===== src/rtl/unidad_control.sv =====
`default_nettype none
// unidad_control: microprogrammed sequencer with a writable store. It issues control words
// to the datapath and branches on the datapath's registered {V,N,Z,C} flags.
module unidad_control #(
  parameter int ADDR_W = 5,
  parameter int CW_W   = 16,
  parameter int MI_W   = CW_W + 3 + ADDR_W
) (
  input  logic              clk,
  input  logic              reset,
  input  logic              start,
  input  logic [3:0]        flags,
  input  logic              prog_we,
  input  logic [ADDR_W-1:0] prog_addr,
  input  logic [MI_W-1:0]   prog_data,
  output logic [CW_W-1:0]   ctrl_word,
  output logic [ADDR_W-1:0] upc,
  output logic              busy,
  output logic              done
);

  typedef enum logic [1:0] {
    IDLE = 2'd0,
    RUN  = 2'd1,
    DONE = 2'd2
  } state_t;

  localparam logic [2:0] COND_NEXT = 3'b000;
  localparam logic [2:0] COND_JMP  = 3'b001;
  localparam logic [2:0] COND_Z    = 3'b010;
  localparam logic [2:0] COND_N    = 3'b011;
  localparam logic [2:0] COND_C    = 3'b100;
  localparam logic [2:0] COND_V    = 3'b101;
  localparam logic [2:0] COND_NZ   = 3'b110;
  localparam logic [2:0] COND_HALT = 3'b111;

  state_t            state;
  state_t            state_next;
  logic [ADDR_W-1:0] upc_next;
  logic [ADDR_W-1:0] upc_inc;

  logic [MI_W-1:0]   store [2**ADDR_W];
  logic [MI_W-1:0]   mi;
  logic [CW_W-1:0]   mi_cw;
  logic [2:0]        mi_cond;
  logic [ADDR_W-1:0] mi_target;
  logic              take;

  assign mi        = store[upc];
  assign mi_cw     = mi[MI_W-1 -: CW_W];
  assign mi_cond   = mi[ADDR_W +: 3];
  assign mi_target = mi[ADDR_W-1:0];
  assign upc_inc   = upc + {{(ADDR_W-1){1'b0}}, 1'b1};

  // Store has no reset; writes are locked out while the microprogram is executing.
  always_ff @(posedge clk) begin
    if (prog_we && (state != RUN)) begin
      store[prog_addr] <= prog_data;
    end
  end

  // flags = {V,N,Z,C}; only branch conditions look at them
  always_comb begin
    take = 1'b0;
    case (mi_cond)
      COND_JMP: take = 1'b1;
      COND_Z:   take = flags[1];
      COND_N:   take = flags[2];
      COND_C:   take = flags[0];
      COND_V:   take = flags[3];
      COND_NZ:  take = ~flags[1];
      default:  take = 1'b0;
    endcase
  end

  always_ff @(posedge clk or posedge reset) begin
    if (reset) begin
      state <= IDLE;
      upc   <= '0;
    end else begin
      state <= state_next;
      upc   <= upc_next;
    end
  end

  always_comb begin
    state_next = state;
    upc_next   = upc;
    case (state)
      IDLE, DONE: begin
        if (start) begin
          state_next = RUN;
          upc_next   = '0;
        end
      end
      RUN: begin
        if (mi_cond == COND_HALT) begin
          state_next = DONE;
        end else if (take) begin
          upc_next = mi_target;
        end else begin
          upc_next = upc_inc;
        end
      end
      default: begin
        state_next = IDLE;
        upc_next   = '0;
      end
    endcase
  end

  // A zero word has D=0, so the datapath sees a NOP outside active microinstructions.
  assign ctrl_word = ((state == RUN) && (mi_cond != COND_HALT)) ? mi_cw : '0;
  assign busy      = (state == RUN);
  assign done      = (state == DONE);

  logic unused_cond;
  assign unused_cond = (mi_cond == COND_NEXT);

endmodule
`default_nettype wire


===== config.mk =====
export PLATFORM = sky130hd
export DESIGN_NAME = unidad_control
export DESIGN_NICKNAME = d
export VERILOG_FILES = /design/src/rtl/unidad_control.sv
export SDC_FILE = /design/constraint.sdc
export NUM_CORES = 1
export LEC_CHECK = 0
export BUFFER_PORTS_ARGS = -buffer_cell sky130_fd_sc_hd__buf_2
export CAP_MARGIN = 20
export CORE_UTILIZATION = 35
export CTS_CLUSTER_SIZE = 28
export DETAILED_ROUTE_END_ITERATION = 16
export GPL_ROUTABILITY_DRIVEN = 0
export GPL_TIMING_DRIVEN = 0
export HOLD_SLACK_MARGIN = 0.12
export PLACE_DENSITY_LB_ADDON = 0.12
export SETUP_SLACK_MARGIN = 0.2
export SYNTH_ARGS = -nofsm -noshare
export SYNTH_HDL_FRONTEND = slang
export SYNTH_SLANG_ARGS = --single-unit

===== constraint.sdc =====
create_clock -name clk -period 4.3 [get_ports clk]
set_input_delay 0.86 -clock clk [delete_from_list [all_inputs] [get_ports clk]]
set_output_delay 0.86 -clock clk [all_outputs]
set_load 0.05 [all_outputs]

==> impl_metrics.env <==
export IMPL_clock_latency_ps=630
export IMPL_grt_max_degree=33
export IMPL_antenna_left=0
export IMPL_cts_buffers=82
export IMPL_path_buf_inv=4
export IMPL_reg2regPathDepth=11
export IMPL_post_route_period_util_pct=101
export IMPL_synthToLayoutAreaGrowth_pct=21.9
export IMPL_synthArstFlopShare_pct=0.903
export IMPL_die_area_sq_mm=0.0863
export IMPL_hold_viol=0
export IMPL_clk_path_buf_depth=3
export IMPL_worstReg2RegStart="upc[0]$_DFFE_PP0P_"
export IMPL_holdWs_ps=193
export IMPL_timing_final_ws_setup_ps=-35.3
export IMPL_num_antenna_cells=0
export IMPL_rows=106
export IMPL_drt_total_wl_mm=83.1
export IMPL_path_class="flop to output port"
export IMPL_crit_arrival_ps=3480
export IMPL_grt_pass1_vias=14862
export IMPL_io_pins=60
export IMPL_power_share_combinational_pct=32.6
export IMPL_critical_path_top_delay_family="multiplexers"
export IMPL_start_util_pct=35.5
export IMPL_status="complete, but fails checks"
export IMPL_grt_usage_pct=19.5
export IMPL_fin_crit_ps=4340
export IMPL_dpl_instance_area_sq_mm=0.0327
export IMPL_switchingPower_mw=6.94
export IMPL_synthesis_nets=1279
export IMPL_final_max_slew_viol_count=0
export IMPL_worst_path_max_fanout=10
export IMPL_slowest_stage="mux4_2"
export IMPL_overflow=0
export IMPL_cts_htree_levels=3
export IMPL_yosys_top_cells_area="edfxtp_1 (77%), mux4_2 (18%), mux2i_1 (0.87%)"
export IMPL_num_vias=14168
export IMPL_yosys_warnings=0
export IMPL_die_w_um=294
export IMPL_pwr_share_seq_pct=37.1
export IMPL_grt_pass1_wl_mm=116
export IMPL_setup_viol=7
export IMPL_tns_ps=-142
export IMPL_maxCapViolations=0
export IMPL_clock_skew_final_ps=19.8
export IMPL_drt_wirelength_per_cell_um=31.3
export IMPL_power_per_cell_area_mw_per_mm2=628
export IMPL_clkTransAtPathRegs_ps=60
export IMPL_p_int_mw=15.9
export IMPL_relSlewSlack_pct=33.0
export IMPL_tritoncts="done"
export IMPL_core_area_sq_mm=0.0840
export IMPL_synth_area_sq_mm=0.0298
export IMPL_synth_top_area_share_pct=77.4
export IMPL_critical_path_required_ps=3440
export IMPL_swShare_pct=30.4
export IMPL_hold_buffers=0
export IMPL_p_leak_nw=11.3
export IMPL_seq_area_frac_synth_pct=78.0
export IMPL_yosysUniqueCellTypes=39
export IMPL_rsz0062_at_grt="true"
export IMPL_dr_pass1_iters=5
export IMPL_cpMostUsedCell="mux4_2"
export IMPL_synth_edff_count=768
export IMPL_critPathLaunchType="flop"
export IMPL_path_cells="buf_12, buf_16, mux4_2, mux4_2, mux2i_4, o31ai_4, clkbuf_16, a21oi_4, buf_6"
export IMPL_antenna_found_initial=1
export IMPL_drt_initial_drc_count=1399
export IMPL_max_slew_worst_pin_slew_ps=1000
export IMPL_final_layout_size_suffix_gt1_share_pct=39.4
export IMPL_slowest_delay_ps=530
export IMPL_via_per_inst=5.34
export IMPL_max_freq_ghz=0.231
export IMPL_synth_common_cells="edfxtp_1 (768), mux4_2 (234), nor2_1 (52), clkbuf_1 (32)"
export IMPL_synth_most_common_cell="edfxtp_1"
export IMPL_reg2reg_slack_ps=690
export IMPL_synth_avg_cell_area_sq_um=24.0
export IMPL_root_buffer="clkbuf_16"
export IMPL_cts_sinks=775
export IMPL_synth_ff_type="edfxtp_1"
export IMPL_synth_top_cell_by_area="edfxtp_1"
export IMPL_r2r_end="upc[2]$_DFFE_PP0P_"
export IMPL_ys_ff_latch=775
export IMPL_synthCells=1241
export IMPL_fillers=7142
export IMPL_die_height_um=294
export IMPL_hold_path_class="input port to asynchronous set/reset pin"
export IMPL_nets=1492
export IMPL_design_area_sq_mm=0.0363
export IMPL_vdd_drop_max_mv=0.439
export IMPL_power_share_clock_pct=30.3
export IMPL_failed_checks="negative setup slack"
export IMPL_drcViolationCount=0
export IMPL_port_buffers=59
export IMPL_hpwl_mm=53.0
export IMPL_end_kind="output port"
worst max-delay path by stage:
| stage | from | slack, ps | to | cells past startpoint |
|---|---|---|---|---|
| after floorplan | upc[2]$_DFFE_PP0P_ | 250 | ctrl_word[1] | 9 |
| after global placement | upc[2]$_DFFE_PP0P_ | -1540 | ctrl_word[3] | 9 |
| after detailed placement | upc[1]$_DFFE_PP0P_ | -1310 | ctrl_word[1] | 10 |
| after CTS | upc[0]$_DFFE_PP0P_ | -80 | ctrl_word[11] | 9 |
| after global routing | upc[0]$_DFFE_PP0P_ | -80 | ctrl_word[7] | 9 |
| final | upc[0]$_DFFE_PP0P_ | -40 | ctrl_word[5] | 9 |
cell usage in the layout, fill, tap and decap left out, types with 4 or more instances in the layout:
master	instances
edfxtp_1	768
mux4_2	234
clkbuf_16	93
buf_2	48
nor2_4	42
buf_4	38
buf_12	32
nand2_1	26
clkbuf_1	23
clkinv_1	21
mux2i_1	17
buf_16	16
buf_6	13
buf_8	13
clkinv_2	13
clkbuf_8	10
mux2i_4	7
nor2_1	7
bufinv_16	6
nand3_1	5
inv_1	5
clkbuf_2	5
dfrtp_1	5
mux2i_2	4
a22oi_1	4
o21ai_0	4
or3_1	4
clkbuf_4	4
logic make-up after synthesis:
| kind of cell | Yosys count | share of synthesized area [%] |
|---|---|---|
| AO/OA/AOI/OAI | 34 | 0.831 |
| adder cells (fa/ha/maj) | 1 | 0.0420 |
| buffers and inverters | 68 | 0.941 |
| flip-flops | 775 | 78.0 |
| multiplexers | 265 | 18.8 |
| AND/OR/NAND/NOR | 98 | 1.41 |
routing by layer:
metal / up-vias / routed length (um) / global-route usage, %
li1: 5780 / - / -
met1: 7906 / 36000 / 26.6
met2: 379 / 41700 / 33.0
met3: 101 / 3910 / 2.67
met4: 2 / 1450 / 4.99
met5: - / 13 / 0
registers in the layout (all words and copies together) (netlist names):
name	flops
store	768
state	2
upc	5
power groups by stage:
stage	Combinational [mW]	Sequential, mW	Clock [mW]
after detailed placement	6.26	8.62	0
after CTS	7.26	8.46	7.05
after floorplan	4.12	8.66	0
final	7.44	8.47	6.93
after global placement	6.08	8.63	0
after global routing	7.81	8.47	7.34
what timing repair did:
item | CTS | global route
cloned | 2 | 3
setup endpoints to repair | 18 | 16
gates resized for setup | 202 | 25
setup buffers | 12 | 14
pin swaps | 4 | 4
per-stage QoR:
step / cells / setup slack [ps] / power, mW / utilization (%)
floorplan: 1241 / 246 / 12.8 / -
global placement: 2434 / -1540 / 14.7 / 37.7
detailed placement: 2473 / -1310 / 14.9 / 38.9
CTS: 2635 / -79.6 / 22.8 / 43.0
global route: 2652 / -79.1 / 23.6 / 43.3
finish: 2652 / -35.3 / 22.8 / 43.3
final cells by class:
type / instances / area (sq um) / area share (%)
plain buffers: 62 / 792 / 2.18
clock inverters: 42 / 340 / 0.937
repair buffers: 129 / 1530 / 4.21
clock buffers: 106 / 2250 / 6.19
well taps: 1134 / 1420 / 3.90
inverters: 6 / 25.0 / 0.0689
flip-flops and latches: 775 / 23200 / 64.0
multi-input cells: 398 / 6740 / 18.6
Power figures use the tool's default switching activity.
